`config.mk`:
```
export PLATFORM = sky130hd
export DESIGN_NAME = uart_rx_fsm_flat
export DESIGN_NICKNAME = d
export VERILOG_FILES = /design/src/rtl/uart_rx_fsm_if.sv /design/src/rtl/uart_rx_fsm.sv /design/src/flat_wrapper.sv
export SDC_FILE = /design/constraint.sdc
export NUM_CORES = 1
export LEC_CHECK = 0
export ABC_AREA = 1
export CAP_MARGIN = 20
export CORE_MARGIN = 2
export CORE_UTILIZATION = 36
export CTS_BUF_LIST = sky130_fd_sc_hd__clkbuf_2
export DETAILED_ROUTE_END_ITERATION = 10
export GPL_ROUTABILITY_DRIVEN = 1
export PLACE_DENSITY = 0.69
export SLEW_MARGIN = 5
export SYNTH_ARGS = -nofsm -noshare
export SYNTH_HDL_FRONTEND = slang
export SYNTH_SLANG_ARGS = --single-unit
```
`constraint.sdc`:
```
create_clock -name uart_rx_fsm_clk -period 2.6 [get_ports uart_rx_fsm_clk]
set_input_delay 0.65 -clock uart_rx_fsm_clk [delete_from_list [all_inputs] [get_ports uart_rx_fsm_clk]]
set_output_delay 0.65 -clock uart_rx_fsm_clk [all_outputs]
set_load 0.01 [all_outputs]
```
`src/rtl/uart_rx_fsm_if.sv`:
```
// uart_rx_fsm_if: line input, checker results and frame-control outputs of the UART receive FSM.
interface uart_rx_fsm_if;
    logic       RX_IN;
    logic       PAR_EN;
    logic [4:0] Prescale;
    logic       strt_glitch;
    logic       par_err;
    logic       stp_err;
    logic [4:0] edge_cnt;
    logic [3:0] bit_cnt;
    logic       dat_samp_en;
    logic       deser_en;
    logic       strt_chk_en;
    logic       par_chk_en;
    logic       stp_chk_en;
    logic       data_valid;

    modport master (
        output RX_IN, PAR_EN, Prescale, strt_glitch, par_err, stp_err,
        input  edge_cnt, bit_cnt, dat_samp_en, deser_en, strt_chk_en, par_chk_en, stp_chk_en, data_valid
    );

    modport slave (
        input  RX_IN, PAR_EN, Prescale, strt_glitch, par_err, stp_err,
        output edge_cnt, bit_cnt, dat_samp_en, deser_en, strt_chk_en, par_chk_en, stp_chk_en, data_valid
    );
endinterface

```
`src/rtl/uart_rx_fsm.sv`:
```
// uart_rx_fsm: UART receive frame controller; owns edge/bit counters and sequences the RX checkers.
module uart_rx_fsm #(
    parameter int DATA_WIDTH = 8
) (
    input  logic         uart_rx_fsm_clk,
    input  logic         uart_rx_fsm_rst,
    uart_rx_fsm_if.slave bus
);
    typedef enum logic [2:0] {IDLE, START, DATA, PARITY, STOP, ERR_CHK} state_t;

    state_t     r_state;
    state_t     w_next;
    logic [4:0] r_edge_cnt;
    logic [4:0] r_prescale_l;
    logic [3:0] r_bit_cnt;
    logic       r_par_en_l;
    logic       r_data_valid;
    logic [4:0] r_en;
    logic       w_last;

    assign w_last = r_edge_cnt == r_prescale_l - 5'd1;

    always_comb begin
        w_next = r_state;
        case (r_state)
            IDLE:    w_next = bus.RX_IN ? IDLE : START;
            START:   if (w_last) w_next = bus.strt_glitch ? IDLE : DATA;
            DATA:    if (w_last && r_bit_cnt == 4'(DATA_WIDTH)) w_next = r_par_en_l ? PARITY : STOP;
            PARITY:  if (w_last) w_next = STOP;
            STOP:    if (w_last) w_next = ERR_CHK;
            default: w_next = bus.RX_IN ? IDLE : START;
        endcase
    end

    // enables are decoded from the next state so they line up with r_state
    always_ff @(posedge uart_rx_fsm_clk) begin
        if (!uart_rx_fsm_rst) begin
            r_state      <= IDLE;
            r_edge_cnt   <= '0;
            r_bit_cnt    <= '0;
            r_prescale_l <= 5'd8;
            r_par_en_l   <= 1'b0;
            r_data_valid <= 1'b0;
            r_en         <= '0;
        end else begin
            r_state      <= w_next;
            r_data_valid <= r_state == ERR_CHK && !bus.stp_err && !(r_par_en_l && bus.par_err);
            r_en         <= w_next == START  ? 5'b10100 :
                            w_next == DATA   ? 5'b11000 :
                            w_next == PARITY ? 5'b10010 :
                            w_next == STOP   ? 5'b10001 : 5'b00000;
            if (w_next == START && r_state != START) begin
                r_prescale_l <= bus.Prescale;
                r_par_en_l   <= bus.PAR_EN;
            end
            if (w_next == IDLE) begin
                r_edge_cnt <= '0;
                r_bit_cnt  <= '0;
            end else if (w_last) begin
                r_edge_cnt <= '0;
                r_bit_cnt  <= r_state == STOP ? 4'd0 : r_bit_cnt + 4'd1;
            end else begin
                r_edge_cnt <= r_edge_cnt + 5'd1;
            end
        end
    end

    assign bus.edge_cnt    = r_edge_cnt;
    assign bus.bit_cnt     = r_bit_cnt;
    assign bus.dat_samp_en = r_en[4];
    assign bus.deser_en    = r_en[3];
    assign bus.strt_chk_en = r_en[2];
    assign bus.par_chk_en  = r_en[1];
    assign bus.stp_chk_en  = r_en[0];
    assign bus.data_valid  = r_data_valid;
endmodule

```
`src/flat_wrapper.sv`:
```
// flat-port wrapper written by rule: the top's interface ports become plain ports
module uart_rx_fsm_flat 
#(
    parameter int DATA_WIDTH = 8
)
  (uart_rx_fsm_clk, uart_rx_fsm_rst, bus_RX_IN, bus_PAR_EN, bus_Prescale, bus_strt_glitch, bus_par_err, bus_stp_err, bus_edge_cnt, bus_bit_cnt, bus_dat_samp_en, bus_deser_en, bus_strt_chk_en, bus_par_chk_en, bus_stp_chk_en, bus_data_valid);
  uart_rx_fsm_if bus_i ();
  input  logic uart_rx_fsm_clk;
  input  logic uart_rx_fsm_rst;
  input wire logic [$bits(bus_i.RX_IN)-1:0] bus_RX_IN;
  input wire logic [$bits(bus_i.PAR_EN)-1:0] bus_PAR_EN;
  input wire logic [$bits(bus_i.Prescale)-1:0] bus_Prescale;
  input wire logic [$bits(bus_i.strt_glitch)-1:0] bus_strt_glitch;
  input wire logic [$bits(bus_i.par_err)-1:0] bus_par_err;
  input wire logic [$bits(bus_i.stp_err)-1:0] bus_stp_err;
  output wire logic [$bits(bus_i.edge_cnt)-1:0] bus_edge_cnt;
  output wire logic [$bits(bus_i.bit_cnt)-1:0] bus_bit_cnt;
  output wire logic [$bits(bus_i.dat_samp_en)-1:0] bus_dat_samp_en;
  output wire logic [$bits(bus_i.deser_en)-1:0] bus_deser_en;
  output wire logic [$bits(bus_i.strt_chk_en)-1:0] bus_strt_chk_en;
  output wire logic [$bits(bus_i.par_chk_en)-1:0] bus_par_chk_en;
  output wire logic [$bits(bus_i.stp_chk_en)-1:0] bus_stp_chk_en;
  output wire logic [$bits(bus_i.data_valid)-1:0] bus_data_valid;
  assign bus_i.RX_IN = bus_RX_IN;
  assign bus_i.PAR_EN = bus_PAR_EN;
  assign bus_i.Prescale = bus_Prescale;
  assign bus_i.strt_glitch = bus_strt_glitch;
  assign bus_i.par_err = bus_par_err;
  assign bus_i.stp_err = bus_stp_err;
  assign bus_edge_cnt = bus_i.edge_cnt;
  assign bus_bit_cnt = bus_i.bit_cnt;
  assign bus_dat_samp_en = bus_i.dat_samp_en;
  assign bus_deser_en = bus_i.deser_en;
  assign bus_strt_chk_en = bus_i.strt_chk_en;
  assign bus_par_chk_en = bus_i.par_chk_en;
  assign bus_stp_chk_en = bus_i.stp_chk_en;
  assign bus_data_valid = bus_i.data_valid;
  uart_rx_fsm #(.DATA_WIDTH(DATA_WIDTH)) u_core (.uart_rx_fsm_clk(uart_rx_fsm_clk), .uart_rx_fsm_rst(uart_rx_fsm_rst), .bus(bus_i));
endmodule
```
==> out/results.ini <==
[place]
portBuffers=26
globalplace.congestion=0.859
dpl_worst_slack_ns=0.566
dp.cells=247
placed_cell_area_sq_mm=0.00161
dpl.hpwl_mm=2.00

[synthesis]
syn-num-nets=192
avgSynthCellArea_sq_um=7.34
yosys.area.top_type_share_pct=37.2
synthDistinctLibCells=29
ys_seq_area_share_pct=37.2
synthTopCellsByCount=nand2_1, inv_1, dfxtp_1
synth.most_common_cell=nand2_1
synthTopCellsByArea=dfxtp_1, nand2_1, inv_1
synth-main-ff-cell=dfxtp_1
syn_inst=176
ys_ff_latch=24
yosysTopAreaCell=dfxtp_1
async_flop_share_pct=0
synth_edf_count=0
yosys_warnings=0
syn-cell-area_sq_mm=0.00129

[worst_setup_path]
critPathCapture=bus_edge_cnt[2]
crit_arrival_ns=1.41
r2r_end=u_core.bus.edge_cnt[0]
worstPathRequired_ns=1.95
reg2reg_from=u_core.r_prescale_l[0]
worstPathBufferInverterCount=1
crit_start=u_core.bus.edge_cnt[2]
path_max_fanout=6
worstPathCellList=clkdlybuf4s50_1
cp.depth=1
critPathTopFamily=buffers and inverters
start_kind=flop
r2r_slack_ns=0.61
cpMaxStageDelayCell=clkdlybuf4s50_1
slowest_delay_ns=0.58
end_kind=output pin
r2r_cells=13
worstSetupPathType=flop to output pin

[pwr]
intPower_w=0.000485
peakVddDrop_mv=0.270
swShare_pct=30.7
clockPowerShare_pct=19.8
sequentialPowerShare_pct=57.1
power_density_mw_per_mm2=431
pwr-share-comb_pct=23.1
netSwitchingPower_w=0.000215
p_leak_nw=0.717

[clock_network]
cts_root_buf=clkbuf_2
clock_latency_ns=0.32
cts_max_level=1
post_cts_buffers=0
cts_buffer_depth=2
numCtsBuffers=3
cts-hold-fix-buffers=0
cts_tree=built
clkTransAtPathRegs_ns=0.22
cts_resized=0
cts_sinks=24

[timing]
hold_viol_final=0
post-route-min-period_ns=2.06
drv_slew=0
fin_setup_tns_ns=0
rsz0062_at_grt=false
skew_ns=0.0109
slew_headroom_pct=58.8
finalCritPeriodShare_pct=79.1
worst_pin_slew_ns=0.613
fmax_mhz=486
fin_ws_ns=0.544
timing.final.setup_violations=0

[floorplanning]
num_rows=21
fp.coreArea_sq_mm=0.00339
die_h_um=63.9
initial_core_util_pct=38.1
io_pins=27
die_width_um=63.9
die-area_sq_mm=0.00408

[layout]
finalInstanceArea_sq_mm=0.00163
final_cells=251
final_util_pct=48.0
fin_nets=222
drive_gt1_share_pct=14.1
n_fill_cell=328
n_antenna_cell=0
areaGrowthSynthToFinish_pct=25.9

[route]
ant_nets=0
num_vias=1134
drc=0
wl_per_cell_um=9.97
first_iter_violations=27
postRouteWirelength_mm=2.50
vias_per_cell=4.52
first_pass_iters=4

[global_route]
grt_pass1_vias=1067
grt_pass1_wl_mm=4.53
antenna_found_initial=0
track_usage_pct=13.9
grt_max_degree=14
overflow=0

[run]
cap_violations=0

[min_path]
hp-class=flop to flop

[run_status]
status=complete, no violations

==> cell usage in the layout, fill, tap and decap left out, types with 3 or more instances in the layout <==
cell,synthesis,layout
ha_1,4,4
dfxtp_1,24,24
nor2_2,11,11
clkbuf_2,0,3
clkdlybuf4s50_1,0,26
nor3_1,3,3
nand3_1,13,13
inv_1,30,30
o21ai_0,8,8
a21oi_1,7,7
xor2_1,3,3
nor2_1,15,15
nand2_1,31,31
nand2_2,5,5
==> power by group through the flow <==
| stage | Clock (W) | Sequential (W) | Combinational (W) |
|---|---|---|---|
| after global routing | 0.000166 | 0.000403 | 0.000181 |
| after global placement | 0 | 0.000408 | 0.000161 |
| after CTS | 0.000148 | 0.000400 | 0.000163 |
| after floorplan | 0 | 0.000407 | 0.000113 |
| final | 0.000139 | 0.000400 | 0.000161 |
| after detailed placement | 0 | 0.000407 | 0.000162 |
==> kinds of logic (layout without fill, tap and decap cells) <==
family | after synthesis | count (layout) | synth area share (%)
AO/OA/AOI/OAI | 20 | 20 | 9.21
adder cells (fa/ha/maj) | 4 | 4 | 3.88
XOR/XNOR | 4 | 4 | 2.71
flip-flops | 24 | 24 | 37.2
buffers and inverters | 35 | 64 | 10.4
AND/OR/NAND/NOR | 89 | 89 | 36.6
==> layer usage <==
| metal | wire [um] | GRT usage (%) | up-vias |
|---|---|---|---|
| li1 | - | - | 611 |
| met1 | 1290 | 19.3 | 492 |
| met2 | 1050 | 20.8 | 29 |
| met3 | 129 | 2.82 | 2 |
| met4 | 35 | 5.71 | 0 |
| met5 | 0 | 0 | - |
==> state kept, by name, indices dropped and copies added (netlist names) <==
register	flops
u_core.r_prescale_l	5
u_core.r_state	3
u_core.r_par_en_l	1
u_core.bus.edge_cnt	5
u_core.bus.bit_cnt	4
u_core.r_en	5
u_core.bus.data_valid	1
==> worst min path at each step <==
stage	from	depth (start not counted)	slack, ns	to
detailed placement	u_core.r_par_en_l	2	0.50	u_core.r_par_en_l
finish	u_core.r_par_en_l	1	0.51	u_core.bus.data_valid
CTS	u_core.r_par_en_l	2	0.52	u_core.r_par_en_l
floorplan	u_core.r_par_en_l	1	0.45	u_core.bus.data_valid
global route	u_core.r_prescale_l[1]	2	0.54	u_core.r_prescale_l[1]
global placement	u_core.r_prescale_l[1]	2	0.49	u_core.r_prescale_l[1]
==> area by class of cell <==
class	instances	area, sq um	area share, %
clock buffer	3	15.0	0.924
timing repair buffer	27	268	16.5
tap	46	57.6	3.54
multi-input combinational	117	677	41.6
clock inverter	1	3.75	0.231
sequential	24	480	29.6
inverter	33	124	7.62
==> stage by stage <==
step / hold WS, ns / power [W]
4_1_cts: 0.521 / 0.000711
6_report: 0.510 / 0.000700
3_3_place_gp: 0.490 / 0.000568
2_1_floorplan: 0.448 / 0.000520
3_5_place_dp: 0.496 / 0.000569
5_1_grt: 0.541 / 0.000750
Note: power is estimated with default switching activity, not from simulation.
